### src/rtl/pipeline_pkg.sv
// Shared types for the two-entry skid pipeline register.
package pipeline_pkg;

  // Number of entries held: EMPTY=0, ONE=1, FULL=2 (3 is never used).
  localparam int OCC_W = 2;

  typedef enum logic [1:0] {
    EMPTY = 2'd0,
    ONE   = 2'd1,
    FULL  = 2'd2
  } pipe_state_e;

  // Entry count for a given state; the unused encoding maps to zero.
  function automatic logic [OCC_W-1:0] occ_of(input pipe_state_e s);
    logic [OCC_W-1:0] occ;
    occ = '0;
    case (s)
      EMPTY:   occ = 2'd0;
      ONE:     occ = 2'd1;
      FULL:    occ = 2'd2;
      default: occ = 2'd0;
    endcase
    return occ;
  endfunction

endpackage

### src/rtl/pipe_data_reg.sv
// N-bit data register with load enable and asynchronous reset to RESET_VAL.
module pipe_data_reg #(
  parameter int             N         = 32,
  parameter logic [N-1:0]   RESET_VAL = '0
) (
  input  logic         clk,
  input  logic         rst,
  input  logic         load,
  input  logic [N-1:0] data_d,
  output logic [N-1:0] data_q
);

  // Capture data_d only when load is asserted.
  always_ff @(posedge clk or posedge rst) begin
    if (rst) begin
      data_q <= RESET_VAL;
    end else if (load) begin
      data_q <= data_d;
    end
  end

endmodule

### src/rtl/pipeline_reg.sv
// Two-entry valid/ready pipeline register with a skid slot, so in_ready
// depends only on registered state while still sustaining one transfer
// per cycle.
module pipeline_reg
  import pipeline_pkg::*;
#(
  parameter int           N         = 32,
  parameter logic [N-1:0] RESET_VAL = '0
) (
  input  logic             clk,
  input  logic             rst,
  input  logic             flush,
  input  logic             in_valid,
  input  logic [N-1:0]     in_data,
  output logic             in_ready,
  output logic             out_valid,
  output logic [N-1:0]     out_data,
  input  logic             out_ready,
  output logic [OCC_W-1:0] occupancy
);

  pipe_state_e  state_q;
  pipe_state_e  state_d;
  logic         acc;
  logic         fire;
  logic         main_load;
  logic         skid_load;
  logic [N-1:0] main_d;
  logic [N-1:0] main_q;
  logic [N-1:0] skid_q;

  // Handshake outputs decoded purely from the registered state.
  always_comb begin
    in_ready  = (state_q != FULL);
    out_valid = (state_q == ONE) || (state_q == FULL);
    occupancy = occ_of(state_q);
    out_data  = main_q;
    acc       = in_valid & in_ready;
    fire      = out_valid & out_ready;
  end

  // Next state and register load selects; flush squashes everything.
  always_comb begin
    state_d   = state_q;
    main_load = 1'b0;
    skid_load = 1'b0;
    main_d    = in_data;
    if (flush) begin
      state_d = EMPTY;
    end else begin
      case (state_q)
        EMPTY: begin
          if (acc) begin
            state_d   = ONE;
            main_load = 1'b1;
          end
        end
        ONE: begin
          if (acc && fire) begin
            main_load = 1'b1;
          end else if (acc) begin
            state_d   = FULL;
            skid_load = 1'b1;
          end else if (fire) begin
            state_d = EMPTY;
          end
        end
        FULL: begin
          if (fire) begin
            state_d   = ONE;
            main_d    = skid_q;
            main_load = 1'b1;
          end
        end
        default: state_d = EMPTY;
      endcase
    end
  end

  // State register.
  always_ff @(posedge clk or posedge rst) begin
    if (rst) begin
      state_q <= EMPTY;
    end else begin
      state_q <= state_d;
    end
  end

  pipe_data_reg #(.N(N), .RESET_VAL(RESET_VAL)) u_main (
    .clk    (clk),
    .rst    (rst),
    .load   (main_load),
    .data_d (main_d),
    .data_q (main_q)
  );

  pipe_data_reg #(.N(N), .RESET_VAL(RESET_VAL)) u_skid (
    .clk    (clk),
    .rst    (rst),
    .load   (skid_load),
    .data_d (in_data),
    .data_q (skid_q)
  );

endmodule
### config.mk
export PLATFORM = sky130hd
export DESIGN_NAME = pipeline_reg
export DESIGN_NICKNAME = d
export VERILOG_FILES = /design/src/rtl/pipeline_pkg.sv /design/src/rtl/pipe_data_reg.sv /design/src/rtl/pipeline_reg.sv
export SDC_FILE = /design/constraint.sdc
export NUM_CORES = 1
export LEC_CHECK = 0
export ABC_AREA = 1
export CORE_MARGIN = 3
export CORE_UTILIZATION = 54
export DETAILED_ROUTE_END_ITERATION = 8
export GPL_ROUTABILITY_DRIVEN = 0
export GPL_TIMING_DRIVEN = 0
export PLACE_DENSITY_LB_ADDON = 0.1
export SLEW_MARGIN = 20
export SYNTH_ARGS = -nofsm -noshare
export SYNTH_HDL_FRONTEND = slang
export SYNTH_SLANG_ARGS = --single-unit
### constraint.sdc
create_clock -name clk -period 4.6 [get_ports clk]
set_input_delay 0.46 -clock clk [delete_from_list [all_inputs] [get_ports clk]]
set_output_delay 0.46 -clock clk [all_outputs]
set_load 0.01 [all_outputs]
==> results.py, run 1 <==
metrics = {
    "global_route": {
        "grt_pass1_wl_um": 14100,
        "grt_usage_pct": 24.8,
        "antenna_found_initial": 0,
        "grt_start_max_net_pins": 58,
        "grt_overflow": 0,
        "grt_pass1_vias": 3086,
    },
    "worst_setup_path": {
        "cp_max_fo": 5,
        "critPathRequiredTime_ns": 4.14,
        "start_kind": "register",
        "critPathArrivalTime_ns": 1.80,
        "path_class": "reg2out",
        "r2r_start": "state_q[0]$_DFFE_PP0P_",
        "endpoint": "in_ready",
        "reg2reg_slack_ns": 2.51,
        "crit_path_start": "state_q[0]$_DFFE_PP0P_",
        "reg2reg_depth": 7,
        "regToRegEndpoint": "u_skid.data_q[14]$_DFFE_PP0P_",
        "cp-end-kind": "output port",
    },
    "timing": {
        "grt_setup_unrepaired": "false",
        "min_period_ns": 2.26,
        "maxSlewViolCount": 0,
        "fin_crit_sh_pct": 49.2,
        "worst_pin_slew_ns": 0.461,
        "tns_ns": 0,
        "clock_skew_ns": 0.00832,
        "setup_slack_ns": 2.34,
        "setup_viol": 0,
        "fmax_mhz": 442,
        "hold_ws_ns": 0.366,
        "slew_headroom_pct": 69.1,
        "hold_violations": 0,
    },
    "worst_hold_path": {
        "hold_class": "in2async",
    },
    "clock_network": {
        "cts-root-buf": "clkbuf_8",
        "cts_tree": "done",
        "cts_max_level": 3,
        "insertion_delay_ns": 0.34,
        "cts_buffer_depth": 2,
        "cts_resized": 0,
        "cts_setup_buffers": 0,
        "hold_buffers": 0,
        "cts.sinks": 66,
        "path_clk_slew_ns": 0.07,
        "cts_buffers": 9,
    },
    "route": {
        "wire_per_inst_um": 13.4,
        "num_vias": 3003,
        "drc_errors": 0,
        "ant_nets": 0,
        "via_per_inst": 5.15,
        "drt_iter0_drc": 201,
        "wirelength_um": 7810,
        "dr.pass1.iters": 4,
    },
    "status": {
        "outcome": "complete, no violations",
    },
    "finish": {
        "fillers": 471,
        "antennaDiodeCount": 0,
        "drive_gt1_share_pct": 9.20,
        "seqCellArea_um2": 1650,
        "area_growth_pct": 31.6,
        "final_net_count": 549,
        "multi_input_area_um2": 1310,
    },
    "pwr": {
        "power_density_nw_per_um2": 555,
        "leakage_nw": 2.21,
        "ir_drop_mv": 0.323,
    },
    "logic_synthesis": {
        "ys_types": 22,
        "syn_area_um2": 3270,
        "yosysSeqAreaShare_pct": 50.5,
        "yosys-top-cells-area": "dfrtp_1 (50%), nand2_1 (20%), nand3_1 (10%), o21ai_0 (5.0%), inv_1 (4.5%)",
        "syn_area_per_cell_um2": 7.72,
        "synthCells": 424,
        "synth_nets": 466,
        "yosys.area.top_type_share_pct": 50.5,
        "ys_ff_latch": 66,
        "synth_area_leader_cell": "dfrtp_1",
        "yosys_warnings": 0,
    },
    "floorplan": {
        "io_pins": 73,
        "dieArea_um2": 7030,
        "row_count": 27,
        "fp.coreArea_um2": 5680,
        "die_x_um": 83.8,
        "initial_core_util_pct": 57.6,
        "die_h_um": 83.8,
    },
    "flow_run": {
        "cap_violations": 0,
    },
    "placement": {
        "dp_hpwl_um": 5510,
        "numPortBuffers": 71,
        "pre_cts_ws_ns": 2.43,
    },
}
critical path: stages (launching register included):
cell and delay [ns]:
dfrtp_1 0.42, inv_1 0.10, ha_1 0.28, inv_2 0.12, clkdlybuf4s50_1 0.55
per-layer routing:
| layer | up-vias | GRT usage [%] | part of all wire [%] |
|---|---|---|---|
| met2 | 94 | 42.2 | 50 |
| met1 | 1403 | 30.7 | 42 |
| li1 | 1495 | - | - |
| met5 | - | 0 | 0 |
| met3 | 11 | 7.21 | 6.0 |
| met4 | 0 | 7.16 | 1.3 |
cell families (layout without fill, tap and decap cells):
logic type,Yosys count,count (layout),share of synthesized area (%)
and+or+nand+nor,251,251,32.6
DFF,66,66,50.5
buffers and inverters,66,153,9.48
AOI/OAI and AO/OA,36,36,5.51
adders and majority gates,5,5,1.91
stage by stage:
step | instances | cell area (um^2) | power [mW] | util [%]
floorplan | 424 | 3270 | 1.45 | -
global placement | 567 | 4070 | 1.86 | 71.8
detailed placement | 568 | 4100 | 1.90 | 72.3
CTS | 583 | 4310 | 2.41 | 75.9
global route | 583 | 4310 | 2.57 | 75.9
finish | 583 | 4310 | 2.39 | 75.9
worst min-delay path by stage:
stage          depth (start not counted)                            end
6_report                               2   u_skid.data_q[9]$_DFFE_PP0P_
5_1_grt                                2   u_skid.data_q[9]$_DFFE_PP0P_
4_1_cts                                2   u_skid.data_q[9]$_DFFE_PP0P_
3_5_place_dp                           2   u_main.data_q[9]$_DFFE_PP0P_
3_3_place_gp                           2  u_main.data_q[25]$_DFFE_PP0P_
2_1_floorplan                          2   u_skid.data_q[3]$_DFFE_PP0P_
Yosys cell counts:
| master | n |
|---|---|
| nand4_1 | 1 |
| nor2_1 | 5 |
| inv_2 | 2 |
| nor2_2 | 1 |
| inv_1 | 39 |
| nor3_4 | 1 |
| nand2_2 | 1 |
| buf_2 | 11 |
| nand3_2 | 1 |
| dfrtp_1 | 66 |
| o21ai_0 | 33 |
| buf_4 | 6 |
| nand3_1 | 67 |
| nor2_4 | 1 |
| buf_6 | 3 |
| a21oi_1 | 2 |
| clkbuf_1 | 2 |
| nand2_4 | 1 |
| ha_1 | 5 |
| clkbuf_2 | 3 |
| nand2_1 | 172 |
| o21ai_1 | 1 |
state kept, by name, summed over array words and instances, names as in the netlist:
register       flops
state_q            2
u_skid.data_q     32
u_main.data_q     32
cell usage in the layout, fill, tap and decap left out, types with 2 or more instances in the layout:
| cell | Yosys | routed |
|---|---|---|
| nand2_1 | 172 | 172 |
| ha_1 | 5 | 5 |
| clkbuf_2 | 3 | 3 |
| clkbuf_1 | 2 | 3 |
| clkbuf_8 | 0 | 12 |
| buf_6 | 3 | 3 |
| clkdlybuf4s50_1 | 0 | 71 |
| o21ai_0 | 33 | 33 |
| nand3_1 | 67 | 67 |
| inv_1 | 39 | 38 |
| a21oi_1 | 2 | 2 |
| inv_2 | 2 | 2 |
| nor2_1 | 5 | 5 |
| buf_2 | 11 | 11 |
| buf_4 | 6 | 6 |
| dfrtp_1 | 66 | 66 |
where the power goes:
part / internal (mW) / switching (mW)
clock network: 0.291 / 0.206
logic: 0.439 / 0.444
registers: 0.857 / 0.151
total: 1.59 / 0.801
final cells by class:
| cell class | instances | share of cell area, % |
|---|---|---|
| buffer | 25 | 3.63 |
| clock buffer | 13 | 3.92 |
| clock inverter | 2 | 0.813 |
| inverter | 41 | 3.63 |
| multi-input combinational | 292 | 30.4 |
| sequential | 66 | 38.3 |
| tap | 72 | 2.09 |
| timing repair buffer | 72 | 17.1 |
Note: power is estimated with default switching activity, not from simulation.
==> inputs of run 2 (changes only) <==
Settings changed: CORE_UTILIZATION 54 to 46.
Clock period 4.6 ns to 1.9 ns, I/O delays scaled along.
==> run 2 against run 1 <==
Compared with the run above: clock-buffer cell count is 3 lower; largest power group unchanged; utilization decreased by 10 points; highest routed layer unchanged; sequential power grew 140%; largest cell class unchanged; sequential share of layout area shrank 1.4 points; clock skew rose by 0.0024 ns; critical path type unchanged; global-route usage decreased by 3.8 points.
==> results.py, run 2 (synthesis gave the netlist of run 1 again) <==
metrics = {
    "finish": {
        "final_net_count": 553,
        "final_cell_mix": "nand2_1 (170), clkdlybuf4s50_1 (68), nand3_1 (67)",
        "final_common_cell": "nand2_1",
        "drive_gt1_share_pct": 11.8,
        "final_core_util_pct": 65.4,
        "antennaDiodeCount": 0,
        "reg.largest.list": "u_main.data_q: 32 flops, u_skid.data_q: 32 flops, state_q: 2 flops",
        "area_growth_pct": 36.6,
        "finalNonFillerCells": 612,
    },
    "clock_network": {
        "cts_buffer_depth": 2,
        "cts_tree": "done",
        "cts_max_level": 3,
        "cts_buffers": 9,
        "cts-root-buf": "clkbuf_8",
        "path_clk_slew_ns": 0.08,
        "cts.sinks": 66,
        "insertion_delay_ns": 0.34,
    },
    "global_route": {
        "grt_overflow": 0,
        "grt_usage_pct": 21.0,
        "grt_pass1_vias": 2972,
        "grt_start_max_net_pins": 55,
        "grt_pass1_wl_um": 14000,
        "antenna_found_initial": 0,
    },
    "route": {
        "dr.max_layer_used": "met4",
        "drt_iter0_drc": 147,
        "drc_errors": 0,
        "dr_wl_met3_um": 324,
        "num_vias": 2998,
        "dr.pass1.iters": 4,
        "via_per_inst": 4.90,
        "wire_per_inst_um": 13.1,
        "drt-met1-wl_um": 3610,
        "wl_met2_um": 3970,
        "ant_nets": 0,
        "wirelength_um": 8040,
    },
    "placement": {
        "dp.cells": 592,
        "numPortBuffers": 71,
        "dp_hpwl_um": 5540,
    },
    "worst_setup_path": {
        "crit_buf_inv": 2,
        "critPathRequiredTime_ns": 1.71,
        "crit_path_cell_trace": "inv_1 > ha_1 > clkdlybuf4s50_1",
        "regToRegEndpoint": "u_skid.data_q[16]$_DFFE_PP0P_",
        "cp-end-kind": "output port",
        "max_stage_delay_ns": 0.53,
        "reg2reg_depth": 8,
        "critPathSlowestCell": "clkdlybuf4s50_1",
        "path_class": "reg2out",
        "reg2reg_slack_ns": 0.11,
        "cp_max_fo": 3,
        "r2r_start": "state_q[0]$_DFFE_PP0P_",
        "crit_family": "buffers and inverters",
        "start_kind": "register",
        "critPathArrivalTime_ns": 1.64,
    },
    "pwr": {
        "p_total_mw": 5.98,
        "power_density_nw_per_um2": 1340,
        "leakage_nw": 2.28,
        "ir_drop_mv": 0.662,
    },
    "timing": {
        "setup_viol": 0,
        "clock_skew_ns": 0.0108,
        "fin_crit_sh_pct": 96.6,
        "slew_headroom_pct": 73.3,
        "grt_setup_unrepaired": "true",
        "fmax_mhz": 545,
        "hold_ws_ns": 0.115,
        "maxSlewViolCount": 0,
        "tns_ns": 0,
        "min_period_ns": 1.83,
        "hold_violations": 0,
        "worst_pin_slew_ns": 0.400,
    },
    "status": {
        "outcome": "complete, no violations",
    },
    "floorplan": {
        "die_x_um": 90.3,
        "row_count": 30,
        "dieArea_um2": 8160,
        "io_pins": 73,
        "initial_core_util_pct": 47.9,
        "fp.coreArea_um2": 6830,
        "die_h_um": 90.3,
    },
    "worst_hold_path": {
        "hold_class": "in2async",
    },
    "flow_run": {
        "cap_violations": 0,
    },
}
[run 2: layer usage]
layer  up-vias  track usage, %
li1       1505               -
met1      1398            28.5
met2        82            34.0
met3        13            3.42
met4         0            7.91
met5         -               0
[run 2: layout make-up]
class | count | area, um^2
fillers | 612 | 2360
flip-flops and latches | 66 | 1650
multi-input cells | 292 | 1360
repair buffers | 76 | 785
plain buffers | 25 | 169
inverters | 41 | 159
clock buffers | 10 | 138
well taps | 96 | 120
clock inverters | 6 | 90.1
[run 2: what timing repair did]
item | CTS | global route
hold buffers | 0 | 0
setup buffers | 3 | 1
gates resized for setup | 5 | 17
endpoints found under the setup margin | 64 | 64
pin swaps | 1 | 0
hold endpoints to repair | 0 | 0
cloned | 0 | 0
[run 2: worst max path at each step]
stage                                 from                            end  slack (ns)  depth (start not counted)
floorplan                              rst         state_q[0]$_DFFE_PP0P_        0.06                          1
CTS                 state_q[1]$_DFFE_PP0P_  u_skid.data_q[24]$_DFFE_PP0P_       -0.01                          8
detailed placement  state_q[0]$_DFFE_PP0P_  u_skid.data_q[16]$_DFFE_PP0P_       -0.21                          7
global placement                       rst  u_main.data_q[28]$_DFFE_PP0P_       -1.17                          2
finish              state_q[0]$_DFFE_PP0P_                   occupancy[1]        0.07                          3
global route        state_q[0]$_DFFE_PP0P_                   occupancy[1]       -0.02                          3
[run 2: where the power goes]
group          total [mW]  internal, mW  switching [mW]  leakage (nW)
clock                1.32         0.776           0.543         0.112
sequential           2.45          2.07           0.372         0.812
combinational        2.22          1.12            1.10          1.36
total                5.98          3.97            2.02          2.28
[run 2: metrics by stage]
stage | worst slack (ns) | area, um^2
6_report | 0.0651 | 4470
5_1_grt | -0.0249 | 4470
4_1_cts | -0.0133 | 4410
3_5_place_dp | -0.210 | 4130
3_3_place_gp | -1.17 | 4100
2_1_floorplan | 0.0552 | 3270
